===== config.mk =====
export PLATFORM = sky130hd
export DESIGN_NAME = contador_sin_dec
export DESIGN_NICKNAME = d
export VERILOG_FILES = /design/src/rtl/contador_sin_dec_pkg.sv /design/src/rtl/contador_sin_dec_d_ff_sr.sv /design/src/rtl/contador_sin_dec.sv
export SDC_FILE = /design/constraint.sdc
export NUM_CORES = 1
export LEC_CHECK = 0
export ABC_AREA = 1
export BUFFER_PORTS_ARGS = -buffer_cell sky130_fd_sc_hd__buf_2
export CORE_AREA = 2 2 39 41
export DETAILED_ROUTE_END_ITERATION = 12
export DIE_AREA = 0 0 41 43
export GPL_TIMING_DRIVEN = 0
export PLACE_DENSITY = 0.44
export SYNTH_ARGS = -nofsm -noshare
export SYNTH_HDL_FRONTEND = slang
export SYNTH_SLANG_ARGS = --single-unit

===== constraint.sdc =====
create_clock -name clk_i -period 3.2 [get_ports clk_i]
set_input_delay 0.48 -clock clk_i [delete_from_list [all_inputs] [get_ports clk_i]]
set_output_delay 0.48 -clock clk_i [all_outputs]
set_load 0.005 [all_outputs]

===== src/rtl/contador_sin_dec_pkg.sv =====
// Shared defaults for the modulo-N down counter and its flip-flop cell.
// Instances override WIDTH/MODULO; these are the lab's standard 3-bit, mod-8 sizes.
package contador_sin_dec_pkg;

  localparam int unsigned DefWidth  = 3;
  localparam int unsigned DefModulo = 8;

endpackage


===== src/rtl/contador_sin_dec_d_ff_sr.sv =====
// Single-bit D flip-flop with synchronous active-high reset to a per-instance value.
module contador_sin_dec_d_ff_sr #(
  parameter logic RV = 1'b0
) (
  input  logic clk_i,
  input  logic rst_i,
  input  logic d_i,
  output logic q_o
);

  logic q_q;

  always_ff @(posedge clk_i) begin
    if (rst_i) begin
      q_q <= RV;
    end else begin
      q_q <= d_i;
    end
  end

  assign q_o = q_q;

endmodule


===== src/rtl/contador_sin_dec.sv =====
// Synchronous modulo-N down counter with clamped parallel preset, enable and a
// combinational borrow (tc) for cascading; q and zero are built from DFF cells.
module contador_sin_dec
  import contador_sin_dec_pkg::*;
#(
  parameter int unsigned WIDTH  = DefWidth,
  parameter int unsigned MODULO = DefModulo
) (
  input  logic             clk_i,
  input  logic             rst_i,
  input  logic             en_i,
  input  logic             load_i,
  input  logic [WIDTH-1:0] din_i,
  output logic [WIDTH-1:0] q_o,
  output logic             tc_o,
  output logic             zero_o
);

  localparam logic [WIDTH-1:0] MaxCount = WIDTH'(MODULO - 1);

  logic [WIDTH-1:0] q_q, q_d;
  logic             zero_q, zero_d;
  logic             q_is_zero;

  assign q_is_zero = (q_q == '0);

  // Reset is applied inside the cells; this mux covers load > en > hold.
  // Out-of-range states only ever decrement, so they drain back into range.
  always_comb begin
    q_d = q_q;
    if (load_i) begin
      q_d = (din_i > MaxCount) ? MaxCount : din_i;
    end else if (en_i) begin
      q_d = q_is_zero ? MaxCount : (q_q - WIDTH'(1));
    end
  end

  assign zero_d = (q_d == '0);

  for (genvar i = 0; i < int'(WIDTH); i++) begin : gen_q_bits
    contador_sin_dec_d_ff_sr #(
      .RV (MaxCount[i])
    ) u_q_ff (
      .clk_i (clk_i),
      .rst_i (rst_i),
      .d_i   (q_d[i]),
      .q_o   (q_q[i])
    );
  end

  contador_sin_dec_d_ff_sr #(
    .RV (1'b0)
  ) u_zero_ff (
    .clk_i (clk_i),
    .rst_i (rst_i),
    .d_i   (zero_d),
    .q_o   (zero_q)
  );

  assign q_o    = q_q;
  assign zero_o = zero_q;
  assign tc_o   = en_i & ~load_i & ~rst_i & q_is_zero;

endmodule


==> impl_metrics.ini <==
[status]
status = completed

[sta]
max_slew.worst_pin.slew_ps = 163
relSlewSlack_pct = 89.1
fin_skew_ps = 1.66
final-hold-violation-count = 0
period_minus_slack_ps = 1670
slew_violations = 0
rsz0062_at_grt = no
setup_viol = 0
final.setup.tns_ps = 0
fmax_mhz = 597
timing.final.crit_share_pct = 52.3

[setup_path]
r2r_slack_ps = 1950
crit_slowest_cell = dfxtp_1
path_delay_family = flip-flops
worst_setup_path_end_kind = primary output
rr_startpoint = gen_q_bits[0].u_q_ff.q_o
criticalPathCategory = reg -> out
crit_fanout = 4
cp_num_buf_inv = 2
cp-start-kind = register
max_stage_delay_ps = 390
cp.required_ps = 2720
worst_r2r_path_depth = 8
rr_endpoint = u_zero_ff.q_o
crit_chain = inv_1 > ha_1 > nand2_4 > nor2_1 > buf_2
cp.arrival_ps = 1190
path_depth = 5

[synth]
synth.distinct_cells = 17
syn-num-nets = 53
synthCells = 44
yosys_warnings = 0
synth-seq-cells = 4
avgSynthCellArea_um2 = 6.91
ys_seq_area_share_pct = 26.3
syn_area_um2 = 304

[clocking]
cts_buffer_depth = 2
cts_setup_buffers = 0
clockRootBuffer = clkbuf_4
clk_latency_ps = 230
cts_tree = done
clkSlewWorstSetupHoldPaths_ps = 40
cts_sinks = 4
cts_made_buffers = 3
cts_resized = 0
hold_buffers = 0
htreeDepth = 1

[power]
switching_share_pct = 27.0
cellLeakagePower_nw = 0.231
switching_power_mw = 0.0419
combPwrFrac_pct = 22.7
ir_drop_v = 0.000157
power_frac_clock_pct = 40.9
seqPwrFrac_pct = 36.4
internal_power_mw = 0.113
power.density_nw_per_um2 = 391

[floorplanning]
die_x_um = 41
io_pins = 12
die-area_um2 = 1760
num_rows = 14
die_h_um = 43
initial_core_util_pct = 22.0
core_um2 = 1380

[layout]
nets = 68
synthToLayoutAreaGrowth_pct = 30.5
n_fill_cell = 174
multi_input_area_um2 = 159
drive_gt1_share_pct = 45.6
n_antenna_cell = 0
final_cell_mix = 10 x buf_2, 9 x nand2_1, 5 x inv_1, 5 x nor2_1
mostFrequentLayoutCell = buf_2
regArea_um2 = 80.1
final_area_um2 = 397

[grt]
antenna_found_initial = 0
grt-ovfl-total = 0
grt_usage_pct = 7.32
grt_max_degree = 9
grt_pass1_vias = 226
grt_pass1_wl_um = 834

[detailed_routing]
wire_per_inst_um = 7.51
drt_wl_total_um = 548
vias_per_cell = 3.81
num_vias = 278
drc = 0
drtPass1Iterations = 3
ant_nets = 0
drt_iter0_drc = 3

[placed_design]
place.gp.congestion = 0.679
placed_area_um2 = 374
place_hpwl_um = 455
place.port_buffers = 10

[job]
maxCapViolCount = 0

[hold_path]
min_path_cells = 3
hold_class = in -> reg
min_to = gen_q_bits[1].u_q_ff.q_o
hold_start = rst_i
-- power by group through the flow --
| stage | clock network (mW) | logic [mW] | registers (mW) |
|---|---|---|---|
| CTS | 0.0662 | 0.0360 | 0.0567 |
| floorplan | 0 | 0.0260 | 0.0568 |
| detailed placement | 0 | 0.0358 | 0.0575 |
| global placement | 0 | 0.0358 | 0.0576 |
| global route | 0.0699 | 0.0400 | 0.0572 |
| finish | 0.0635 | 0.0353 | 0.0565 |
-- sequential cells by signal, summed over array words and instances (netlist names) --
name and flops:
u_zero_ff.q_o 1, gen_q_bits.u_q_ff.q_o 3
-- synthesized netlist by cell type, drive strengths merged --
cell     n  share of area (%)
clkinv   2                2.9
nor2     6                8.2
buf      4                 11
nand3    4                6.6
nand2   13                 21
dfxtp    4                 26
a21boi   1                3.7
ha       2                8.2
a21oi    2                4.5
inv      6                7.4
-- metal layers --
| layer | part of all wire (%) | vias to the layer above | track usage, % |
|---|---|---|---|
| li1 | - | 156 | - |
| met4 | 0 | 0 | 2.00 |
| met2 | 39 | 12 | 8.44 |
| met1 | 50 | 110 | 9.94 |
| met5 | 0 | - | 0 |
| met3 | 10 | 0 | 6.28 |
-- cell type report --
| type | count | share of cell area, % |
|---|---|---|
| well taps | 16 | 5.05 |
| repair buffers | 10 | 12.6 |
| clock buffers | 3 | 5.68 |
| flip-flops and latches | 4 | 20.2 |
| plain buffers | 4 | 8.52 |
| inverters | 8 | 7.89 |
| multi-input cells | 28 | 40.1 |
-- through the flow --
step	worst slack (ps)	utilization [%]	hold slack, ps	total power, mW	instances
floorplan	1940	-	561	0.0829	44
global placement	1750	27.0	604	0.0934	70
detailed placement	1750	27.0	596	0.0933	70
CTS	1490	28.7	481	0.159	73
global route	1410	28.7	498	0.167	73
finish	1530	28.7	486	0.155	73
-- worst max path at each step --
| stage | start | end | slack, ps |
|---|---|---|---|
| floorplan | gen_q_bits[0].u_q_ff.q_o | tc_o | 1940 |
| finish | gen_q_bits[0].u_q_ff.q_o | tc_o | 1530 |
| global placement | gen_q_bits[0].u_q_ff.q_o | tc_o | 1750 |
| CTS | gen_q_bits[0].u_q_ff.q_o | tc_o | 1490 |
| detailed placement | gen_q_bits[0].u_q_ff.q_o | tc_o | 1750 |
| global route | gen_q_bits[0].u_q_ff.q_o | tc_o | 1410 |
-- worst min-delay path: cells and delay by family --
family	cells	cell delay, ps
buffers and inverters	2	150
and+or+nand+nor	1	60
-- kinds of logic (layout without fill, tap and decap cells) --
group	after synthesis	after routing	share of synthesized area, %
compound gates	3	3	8.23
fa+ha+maj	2	2	8.23
buf+inv	12	25	21.4
flops	4	4	26.3
simple gates	23	23	35.8
No activity file was read; power rests on OpenSTA's default activity.
